==> config.mk <==
export PLATFORM = sky130hd
export DESIGN_NAME = if_fetch
export DESIGN_NICKNAME = d
export VERILOG_FILES = /design/src/rtl/if_fetch.sv
export SDC_FILE = /design/constraint.sdc
export NUM_CORES = 1
export LEC_CHECK = 0
export BUFFER_PORTS_ARGS = -buffer_cell sky130_fd_sc_hd__buf_2
export CORE_ASPECT_RATIO = 1.1
export CORE_UTILIZATION = 43
export CTS_CLUSTER_DIAMETER = 80
export DETAILED_ROUTE_END_ITERATION = 7
export GPL_TIMING_DRIVEN = 0
export MAX_ROUTING_LAYER = met4
export PLACE_DENSITY = 0.62
export RECOVER_POWER = 50
export SYNTH_ARGS = -nofsm -noshare
export SYNTH_HDL_FRONTEND = slang
export SYNTH_SLANG_ARGS = --single-unit
==> constraint.sdc <==
create_clock -name clk -period 2.6 [get_ports clk]
set_input_delay 0.13 -clock clk [delete_from_list [all_inputs] [get_ports clk]]
set_output_delay 0.13 -clock clk [all_outputs]
set_load 0.01 [all_outputs]
==> src/rtl/if_fetch.sv <==
// Instruction fetch: gathers four bytes over the shared byte-wide port into one
// little-endian word, holds it for IF/ID, and restarts on reset or redirect.
module if_fetch #(
  parameter logic [31:0] RESET_PC = 32'h0000_0000
) (
  input  logic        clk,
  input  logic        rst,
  input  logic        stall_i,
  input  logic        branch_flag_i,
  input  logic [31:0] branch_target_i,
  input  logic        mem_busy_i,
  input  logic [7:0]  mem_din_i,
  output logic [31:0] mem_a_o,
  output logic        mem_rd_o,
  output logic [31:0] pc_o,
  output logic [31:0] inst_o,
  output logic        inst_valid_o,
  output logic        if_stall_req_o
);

  // IDLE only covers the single cycle after reset, so the port stays quiet there
  localparam logic [1:0] S_IDLE  = 2'd0;
  localparam logic [1:0] S_FETCH = 2'd1;
  localparam logic [1:0] S_HOLD  = 2'd2;

  logic [1:0]  r_state;
  logic [31:0] r_fpc;
  logic [2:0]  r_iss;
  logic        r_pend;
  logic [1:0]  r_pidx;
  logic [23:0] r_bytes;
  logic [31:0] r_pc;
  logic [31:0] r_inst;
  logic        r_valid;

  logic w_issue;
  logic w_done;

  assign w_issue = (r_state == S_FETCH) && !r_iss[2] && !mem_busy_i && !rst;
  assign w_done  = r_pend && (r_pidx == 2'd3);

  assign mem_rd_o       = w_issue;
  assign mem_a_o        = w_issue ? (r_fpc + {30'd0, r_iss[1:0]}) : 32'd0;
  assign pc_o           = r_pc;
  assign inst_o         = r_inst;
  assign inst_valid_o   = r_valid;
  assign if_stall_req_o = (r_state == S_FETCH);

  always_ff @(posedge clk) begin
    if (rst) begin
      r_state <= S_IDLE;
      r_fpc   <= RESET_PC;
      r_iss   <= 3'd0;
      r_pend  <= 1'b0;
      r_pidx  <= 2'd0;
      r_bytes <= 24'd0;
      r_pc    <= RESET_PC;
      r_inst  <= 32'd0;
      r_valid <= 1'b0;
    end else begin
      r_pend <= w_issue && !branch_flag_i;
      r_pidx <= r_iss[1:0];
      if (branch_flag_i) begin
        // redirect wins over completion and acceptance; in-flight byte dropped
        r_fpc   <= branch_target_i;
        r_valid <= 1'b0;
        r_iss   <= 3'd0;
        r_state <= S_FETCH;
      end else begin
        case (r_state)
          S_IDLE: r_state <= S_FETCH;
          S_FETCH: begin
            if (w_issue) r_iss <= r_iss + 3'd1;
            if (r_pend) begin
              case (r_pidx)
                2'd0:    r_bytes[7:0]   <= mem_din_i;
                2'd1:    r_bytes[15:8]  <= mem_din_i;
                2'd2:    r_bytes[23:16] <= mem_din_i;
                default: r_bytes        <= r_bytes;
              endcase
            end
            if (w_done) begin
              r_inst  <= {mem_din_i, r_bytes};
              r_pc    <= r_fpc;
              r_valid <= 1'b1;
              r_state <= S_HOLD;
            end
          end
          S_HOLD: begin
            if (!stall_i) begin
              r_fpc   <= r_fpc + 32'd4;
              r_valid <= 1'b0;
              r_iss   <= 3'd0;
              r_state <= S_FETCH;
            end
          end
          default: r_state <= S_IDLE;
        endcase
      end
    end
  end

endmodule

==> flow_metrics.py <==
metrics = {
    "layout": {
        "drive_gt1_share_pct": 22.1,
        "layout_commonest_cell": "nand2_1",
        "area_growth_pct": 36.1,
        "nets": 1007,
        "nFillCells": 1310,
        "mostFrequentLayoutCells": "154 x nand2_1, 107 x dfxtp_1, 106 x clkbuf_1",
    },
    "worst_setup_path": {
        "cp_data_required_time_ps": 2470,
        "worst_ep_arrival_time_ps": 2550,
        "cpMaxStageDelayCell": "or4_4",
        "worstPathMaxFanout": 3,
        "cpPeakStageDelay_ps": 490,
        "worstSetupPathType": "flop to output port",
        "worstSetupEndpointType": "output port",
        "cp-start-kind": "flop",
        "path_delay_family": "simple AND/OR/NAND/NOR gates",
        "crit_buf_inv": 2,
        "path_cells": "ha_4, fa_2, nand4_1, buf_4, or2_4, or4_4, a21oi_2, buf_2",
    },
    "floorplanning": {
        "rows": 44,
        "die_area_um2": 14500,
        "die_w_um": 115,
        "start_util_pct": 44.7,
        "core_um2": 13400,
        "die_h_um": 126,
        "ios": 144,
    },
    "logic_synthesis": {
        "ys.flop_type": "dfxtp_1",
        "syn_avg_cell_area_um2": 7.84,
        "yosys.area.top_type_share_pct": 43.0,
        "yosysSeqAreaShare_pct": 43.0,
        "async_flop_share_pct": 0,
        "synthesis.nets": 816,
        "synth_cell_types": 50,
        "ys_ff_latch": 129,
        "yosys-top-cells-area": "dfxtp_1 43%, nand2_1 9.7%, a21oi_1 7.3%",
        "yosys_warnings": 0,
        "synth_top_cell_by_area": "dfxtp_1",
        "syn_area_um2": 6010,
        "synth_edf_count": 0,
        "synth_cells": 766,
    },
    "sta": {
        "finalClockSkew_ps": 5.55,
        "fmax_ghz": 0.373,
        "setup_viol": 8,
        "post-route-period-util_pct": 103,
        "min_period_ps": 2680,
        "slew_viol_final": 0,
        "relSlewSlack_pct": 33.7,
        "rsz0062_at_grt": "true",
        "setup_ws_ps": -77.6,
        "tightest_slew_ps": 992,
        "hold_violations": 0,
    },
    "place": {
        "dpl.hpwl_mm": 14.3,
        "port-buffer-count": 142,
        "place_ws_ps": -293,
        "gp_congestion": 0.964,
    },
    "grt": {
        "first_global_vias": 6052,
        "grt_start_max_net_pins": 17,
        "track_usage_pct": 28.6,
        "grt_overflow_total": 0,
        "grt_antenna_before_repair": 0,
        "grt_pass1_wl_mm": 30.7,
    },
    "route": {
        "num_vias": 6312,
        "drt-wirelength-per-cell_um": 17.4,
        "drc": 0,
        "routed_wl_mm": 20.1,
        "drt_iter0_drc": 386,
        "drt.antenna.violating_nets": 0,
        "dr.pass1.iters": 5,
        "via_per_inst": 5.46,
    },
    "clock_tree": {
        "cts_tree": "yes",
        "cts_sinks": 129,
        "clock_latency_ps": 420,
        "clk_pin_slew_worst_paths_ps": 60,
        "cts_buffers": 17,
        "htree_levels": 4,
        "clockBufferDepth": 2,
        "clock_tree.root_cell": "clkbuf_16",
    },
    "status": {
        "status": "complete, but fails checks",
        "violations": "setup timing",
    },
    "pwr": {
        "leakagePower_nw": 2.95,
        "fin_total_pwr_mw": 4.90,
        "p_per_area_nw_per_um2": 599,
        "vdd_drop_max_v": 0.000460,
    },
    "min_path": {
        "min_path_type": "input pin to flop",
    },
    "job": {
        "drv_cap": 0,
    },
}
==> area by class of cell <==
type                    count  area (um^2)  area share (%)
repair buffers            193         1080            13.2
diodes                      1         2.50          0.0306
flip-flops and latches    129         2630            32.1
multi-input cells         555         3310            40.5
well taps                 184          230            2.82
clock inverters            14          179            2.19
plain buffers              57          293            3.58
inverters                   4         15.0           0.184
clock buffers              18          439            5.37
==> sequential cells by signal, indices dropped and copies added (netlist names) <==
name	count
r_state	2
r_iss	3
r_bytes	24
r_pend	1
inst_o	32
inst_valid_o	1
r_fpc	32
r_pidx	2
pc_o	32
==> worst paths after layout <==
path                      startpoint     endpoint  slack (ps)  cells past startpoint
hold reg to reg          r_bytes[20]   inst_o[20]         450                      2
hold / removal    branch_target_i[8]     r_fpc[8]           2                      3
setup / recovery            r_fpc[0]  mem_a_o[30]         -80                      8
setup reg to reg          r_state[1]    r_fpc[23]         160                      7
==> stage by stage <==
step / instances / TNS, ps / hold slack [ps] / utilization (%) / cell area, um^2
final: 1155 / -273 / 2.46 / 60.9 / 8180
after floorplan: 766 / 0 / 266 / - / 6010
after CTS: 1150 / -262 / 4.63 / 60.6 / 8140
after detailed placement: 1092 / -1240 / 371 / 51.7 / 6950
after global placement: 1092 / -1190 / 373 / 51.7 / 6950
after global routing: 1154 / -1670 / 8.58 / 60.8 / 8170
==> routing by layer <==
layer  global-route usage, %  wire, um  vias to the layer above
met2                    48.7     10200                      234
met5                       -         0                        -
met3                    6.30      1220                       44
met1                    31.9      8100                     2984
li1                        -         -                     3050
met4                    12.8       641                        0
==> what timing repair did <==
action / in CTS / in global routing
pin swaps: 25 / 15
endpoints found under the hold margin: 24 / 0
setup buffers: 22 / 5
gates resized for setup: 75 / 28
setup endpoints to repair: 32 / 23
hold buffers: 24 / 0
cloned: 0 / 0
==> report_power, final <==
part	total (mW)	internal, mW	leakage, nW	switching (mW)
registers	2.08	2.01	1.06	0.0624
logic	0.332	0.141	1.59	0.191
clock network	2.49	1.55	0.299	0.941
total	4.90	3.70	2.95	1.19
==> cell families after synthesis <==
kind of cell | share of synthesized area (%)
xor gates and xnor gates | 3.50
adders and majority gates | 1.17
buffers and inverters | 5.37
and+or+nand+nor | 27.1
muxes | 4.69
AOI/OAI and AO/OA | 15.2
DFF | 43.0
==> synthesized netlist by cell type, types with 6 or more instances <==
| library cell | n |
|---|---|
| buf_2 | 6 |
| mux2i_1 | 27 |
| nand3_1 | 16 |
| nor3_1 | 9 |
| xnor2_1 | 11 |
| xor2_1 | 13 |
| a21oi_1 | 88 |
| nor2_1 | 72 |
| nand2_1 | 155 |
| or4_1 | 21 |
| clkbuf_1 | 60 |
| o21ai_0 | 15 |
| buf_1 | 11 |
| or3_1 | 23 |
| a211oi_1 | 9 |
| o31ai_1 | 15 |
| dfxtp_1 | 129 |
| nor4_1 | 8 |
| nand4_1 | 14 |
| a311oi_1 | 14 |
==> tightest hold or removal path: cells and delay by family <==
family,cells,cell delay [ps]
buffers and inverters,1,100
AO/OA/AOI/OAI,1,60
AND/OR/NAND/NOR,1,90
Power figures use the tool's default switching activity.
